`config.mk`:
```
export PLATFORM = sky130hd
export DESIGN_NAME = router_fifo_ctrl
export DESIGN_NICKNAME = d
export VERILOG_FILES = /design/src/rtl/router_fifo_ctrl.sv
export SDC_FILE = /design/constraint.sdc
export NUM_CORES = 1
export LEC_CHECK = 0
export BUFFER_PORTS_ARGS = -buffer_cell sky130_fd_sc_hd__buf_2
export CAP_MARGIN = 20
export CORE_MARGIN = 2
export CORE_UTILIZATION = 45
export CTS_BUF_LIST = sky130_fd_sc_hd__clkbuf_4 sky130_fd_sc_hd__clkbuf_8 sky130_fd_sc_hd__clkbuf_16
export CTS_CLUSTER_DIAMETER = 40
export DETAILED_ROUTE_END_ITERATION = 6
export HOLD_SLACK_MARGIN = 0.03
export PLACE_DENSITY_LB_ADDON = 0.2
export SYNTH_ARGS = -nofsm -noshare
export SYNTH_HDL_FRONTEND = slang
export SYNTH_SLANG_ARGS = --single-unit
```
`constraint.sdc`:
```
create_clock -name clk -period 1.3 [get_ports clk]
set_clock_uncertainty 0.2 [all_clocks]
set_input_delay 0.065 -clock clk [delete_from_list [all_inputs] [get_ports clk]]
set_output_delay 0.065 -clock clk [all_outputs]
set_load 0.1 [all_outputs]
```
`src/rtl/router_fifo_ctrl.sv`:
```
// Router FIFO control: header address latch, write-enable steering,
// per-port valid flags and unread-port timeout flush.
module router_fifo_ctrl #(
  parameter int TIMEOUT = 30,
  parameter int CW      = 5
) (
  input  logic       clk,
  input  logic       reset,
  input  logic       detect_add,
  input  logic [1:0] data_in,
  input  logic       write_enb_reg,
  input  logic       read_enb_0,
  input  logic       read_enb_1,
  input  logic       read_enb_2,
  input  logic       empty_0,
  input  logic       empty_1,
  input  logic       empty_2,
  input  logic       full_0,
  input  logic       full_1,
  input  logic       full_2,
  output logic [2:0] write_enb,
  output logic       fifo_full,
  output logic       vld_out_0,
  output logic       vld_out_1,
  output logic       vld_out_2,
  output logic       soft_reset_0,
  output logic       soft_reset_1,
  output logic       soft_reset_2
);

  localparam logic [CW-1:0] LAST = CW'(TIMEOUT - 1);

  logic [1:0]    addr_q;
  logic [2:0]    vld;
  logic [2:0]    rd;
  logic [2:0]    sr_q;
  logic [CW-1:0] cnt_q [3];

  assign vld = ~{empty_2, empty_1, empty_0};
  assign rd  = {read_enb_2, read_enb_1, read_enb_0};

  assign vld_out_0 = vld[0];
  assign vld_out_1 = vld[1];
  assign vld_out_2 = vld[2];

  assign soft_reset_0 = sr_q[0];
  assign soft_reset_1 = sr_q[1];
  assign soft_reset_2 = sr_q[2];

  // Address 2'b11 means no port selected.
  always_ff @(posedge clk) begin
    if (reset) begin
      addr_q <= 2'b11;
    end else if (detect_add) begin
      addr_q <= data_in;
    end
  end

  always_comb begin
    write_enb = 3'b000;
    fifo_full = 1'b0;
    case (addr_q)
      2'b00: begin
        write_enb = {2'b00, write_enb_reg};
        fifo_full = full_0;
      end
      2'b01: begin
        write_enb = {1'b0, write_enb_reg, 1'b0};
        fifo_full = full_1;
      end
      2'b10: begin
        write_enb = {write_enb_reg, 2'b00};
        fifo_full = full_2;
      end
      default: begin
        write_enb = 3'b000;
        fifo_full = 1'b0;
      end
    endcase
  end

  // Count consecutive valid-but-unread edges; pulse and restart on expiry.
  always_ff @(posedge clk) begin
    if (reset) begin
      sr_q <= 3'b000;
      for (int i = 0; i < 3; i++) cnt_q[i] <= '0;
    end else begin
      for (int i = 0; i < 3; i++) begin
        if (!vld[i] || rd[i]) begin
          cnt_q[i] <= '0;
          sr_q[i]  <= 1'b0;
        end else if (cnt_q[i] == LAST) begin
          cnt_q[i] <= '0;
          sr_q[i]  <= 1'b1;
        end else begin
          cnt_q[i] <= cnt_q[i] + 1'b1;
          sr_q[i]  <= 1'b0;
        end
      end
    end
  end

endmodule

```
-- Yosys cells after proc, flatten, opt, wreduce, memory -nomap -nowiden
Memories as Yosys holds them, arrays and structs flattened.
Cells that the tools add are included.
- flip-flop bits (word level): 5
- memory bits (writable): 15
- memories: 1
- input bits: 15
- logic and storage cells: 74
- mux-type cells: 46
- bitwise gates (word level): 10
- reduce and logical (&&, ||, !) cells: 7
- equality and inequality tests: 5
- add/subtract/negate cells: 3
- memories (memory ; depth ; bits a word ; rd ports ; clocked after memory_dff ; write ports ; line ; text):
    cnt_q ; 3 ; 5 ; 3 ; 0 ; 3 ; 37 ; logic [CW-1:0] cnt_q [3];
- operators with widths (operator ; number):
    two-way mux 5 bit ; 9
    two-way mux 1 bit ; 35
    adder 5 x 1 -> 5 bit, second input constant ; 3
    == test 5 bit, second input constant ; 3
    bitwise OR 1 bit ; 9
    case mux 3 bit (3 select lines) ; 1
    zero test 1 bit ; 3
    logical OR 1 bit ; 3
    inverter 3 bit ; 1
    case mux 1 bit (3 select lines) ; 1
    == test 2 x 1 -> 1 bit, second input constant ; 1
    == test 2 bit, second input constant ; 1
    zero test 2 bit ; 1

-- Logic depth before layout (Yosys ltp)
- word-level depth: 9
- gate-level depth with buffers: 5
- depth with buffers taken out: 5

-- Worst setup path before layout
OpenSTA, ideal clock, no wires.
- kind: register to output
- start point: reg addr_q[0]
- end point: out fifo_full
- data arrival time: 2.561 ns
- path slack: -1.526 ns
- stages on the path, launching flop included: 3
- path through: dfxtp_1 mux2i_1 o21ai_0
- cells in the longest elaborated chain, start to end: 2
- elaborated cells on any way between the ends: 4
- classes of those cells: 2 x eq/ne; 1 x mux; 1 x reduce/logical
- RTL lines (item ; line ; text):
    start, declared ; 33 ; logic [1:0] addr_q;
    start signal, assigned ; 55 ; addr_q <= data_in;
    == test 2 bit, or another cell as far along ; 62 ; case (addr_q)
    case mux 1 bit (3 select lines) * ; 62 ;
    end, declared ; 22 ; output logic fifo_full,
Mark *: on every way between the ends. The rest lies on a longest branch, timed or not.

-- Worst setup path in the final report
Same ends and word-level chain as after synthesis.

==> run summary <==
GRT met2 Usage -> 31.8%
# diodes -> 0
RePlAce Congestion -> 0.791
Area contributors post-synth -> edfxtp_1 (46%), dfxtp_1 (10%), ha_1 (7.7%), nor2_1 (6.2%), xor2_1 (5.4%)
highest clock rate -> 0.672 GHz
io pins -> 25
H-tree depth -> 1
clock latency on the worst-skew pair -> 0.30 ns
vias in the first global route -> 777
Layout Utilization -> 77.6%
initial antenna violation count -> 0
switch share -> 29.0%
Syn Inst Count -> 86
Finish-stage setup viols -> 21
met3 Track Usage GR -> 2.68%
die height -> 50.5 um
Most Used Layer, Global Route -> met2
placed insts -> 155
wire per inst -> 12.4 um
flops & latches, synth -> 20
Global Route Usage Sum -> 18.6%
DRC errors left -> 0
CP max stage cell -> dfxtp_4
Mean Syn Cell Area -> 11.3 um^2
Hold Startpoint -> data_in[0]
ys async rst share -> 0%
Combinational Power Share -> 21.0%
leading area contributor after synthesis -> edfxtp_1
largest net degree at the start of global routing -> 12
RSZ-0062 raised after global routing -> true
Clock transition at path regs -> 0.11 ns
layout cell share with drive strength beyond 1 -> 41.7%
Levels on crit path -> 3
total number of vias -> 796
Worst setup EP type -> output port
largest buffer count on any clock path -> 2
crit path from -> addr_q[0]
Max Slew Vio Count -> 0
antenna viol nets, final -> 0
GR Layer Usage met1 -> 21.8%
Root Buffer -> clkbuf_4
Required @ worst endpoint -> 1.03 ns
Yosys warning total -> 0
Post-synth EDFFs -> 15
Buf/Inv on CP -> 1
sequential element share of the synthesized area -> 56.5%
hold crit path type -> input pin to register
Arr. time, crit path -> 1.22 ns
Period minus WS final -> 1.49 ns
first-pass GRT wire length -> 3480 um
CP delay by family, top -> flip-flops
Sink Count -> 20
synthesized area -> 975 um^2
Worst Path Class, Setup -> register to output port
HPWL after detailed placement -> 1410 um
Pint -> 0.944 mW
Worst path max stage delay -> 0.39 ns
GRT overflow -> 0
Final TNS setup -> -2.43 ns
outcome -> finished, violations left
count of cell types in the netlist -> 20
CTS buffer count -> 3
DRT iter0 DRCs -> 10
ys flop type -> edfxtp_1
Leak -> 0.630 nW
Worst R2R Path Depth -> 5
final hold slack -> 0.292 ns
Die Wd -> 50.5 um
initial core utilization -> 48.7%
Via density -> 4.65
failing checks -> negative setup slack
Hold Path Stages -> 3
period utilization -> 114%
part of the power in the clock network -> 22.6%
worst path cell trace -> mux2i_4 > o21ai_4 > buf_12
Final Instance Count excl. Fillers -> 171
final WL -> 2110 um
CP startpoint kind -> register
NumNets Final -> 166
die area -> 0.00255 mm^2
final worst setup slack -> -0.188 ns
row cnt -> 16
Pwr Density -> 856 mW/mm^2
RR Startpoint -> cnt_q[1][1]
VDD IR-drop max -> 0.000762 V
Fin. Hold Viols -> 0
CTS tree -> done
Switch Pwr -> 0.385 mW
core footprint -> 0.00200 mm^2
max capacitance violation total -> 0
sequential power share -> 56.4%
# port buffers -> 24
Area Overhead vs Synth -> 59.3%
maximum fanout along the worst path -> 6
Synth top area share -> 46.2%
DRT Pass-1 Iters -> 4
==> registers in the layout, indices dropped and copies added, names as in the netlist <==
register	count
cnt_q	15
addr_q	2
sr_q	3
==> worst reg2reg max path: cells and delay by family (launching register included) <==
family | cells | cell delay, ns
fa+ha+maj | 1 | 0.16
buf+inv | 1 | 0.08
flops | 1 | 0.44
simple gates | 3 | 0.34
==> kinds of logic after synthesis <==
| group | share of synthesized area, % |
|---|---|
| and+or+nand+nor | 21.7 |
| DFF | 56.5 |
| xor gates and xnor gates | 8.09 |
| adders and majority gates | 7.70 |
| buffers and inverters | 2.31 |
| AOI/OAI and AO/OA | 2.31 |
| other | 0.385 |
| muxes | 1.03 |
==> what timing repair did <==
item | CTS | global route
pin swaps | 4 | 11
endpoints found under the setup margin | 22 | 21
hold buffers | 10 | 0
hold endpoints to repair | 20 | 0
resized for setup | 8 | 7
buffers inserted | 1 | 1
==> cells in the final DEF, fill, tap and decap left out, types with 4 or more instances in the layout <==
master	synthesis	routed
conb_1	1	15
dlygate4sd3_1	0	10
buf_4	0	6
inv_1	6	6
nor2_2	0	4
nor2_1	16	11
buf_2	0	17
buf_12	0	6
ha_2	0	5
xor2_1	6	6
edfxtp_1	15	15
nor2b_1	5	4
==> final timing paths <==
path | end | slack (ns)
hold reg to reg | cnt_q[0][0] | 0.45
setup / recovery | fifo_full | -0.19
hold / removal | addr_q[0] | 0.29
setup reg to reg | cnt_q[1][4] | -0.15
==> power by group through the flow <==
| stage | Clock (mW) | Combinational [mW] | Sequential [mW] |
|---|---|---|---|
| 2_1_floorplan | 0 | 0.153 | 0.757 |
| 3_3_place_gp | 0 | 0.226 | 0.761 |
| 3_5_place_dp | 0 | 0.231 | 0.763 |
| 4_1_cts | 0.313 | 0.267 | 0.749 |
| 5_1_grt | 0.341 | 0.296 | 0.754 |
| 6_report | 0.300 | 0.279 | 0.750 |
==> per-stage QoR <==
stage	instance area, um^2	power [mW]	setup slack (ns)
6_report	1550	1.33	-0.188
5_1_grt	1550	1.39	-0.250
4_1_cts	1530	1.33	-0.194
3_5_place_dp	1360	0.994	-0.124
3_3_place_gp	1360	0.987	-0.0706
2_1_floorplan	1090	0.910	-0.160
==> Yosys cell counts, drive strengths merged, types with 2 or more instances <==
master,number
dfxtp,5
edfxtp,15
ha,6
nor2,16
nor2b,5
nand2,4
nor3,3
nand3,6
nand4,3
inv,6
a211o,2
xor2,6
xnor2,3
==> area by class of cell <==
type	count	area [um^2]
fillers	144	449
multi-input cells	74	551
well taps	27	33.8
flip-flops and latches	20	558
inverters	6	22.5
repair buffers	40	362
clock buffers	3	22.5
clock inverters	1	3.75
==> metal layers <==
layer  vias to the layer above  wire [um]
li1                        395          -
met1                       379        837
met2                        16       1170
met3                         6         48
met4                         0         61
met5                         -          0
Note: power is estimated with default switching activity, not from simulation.
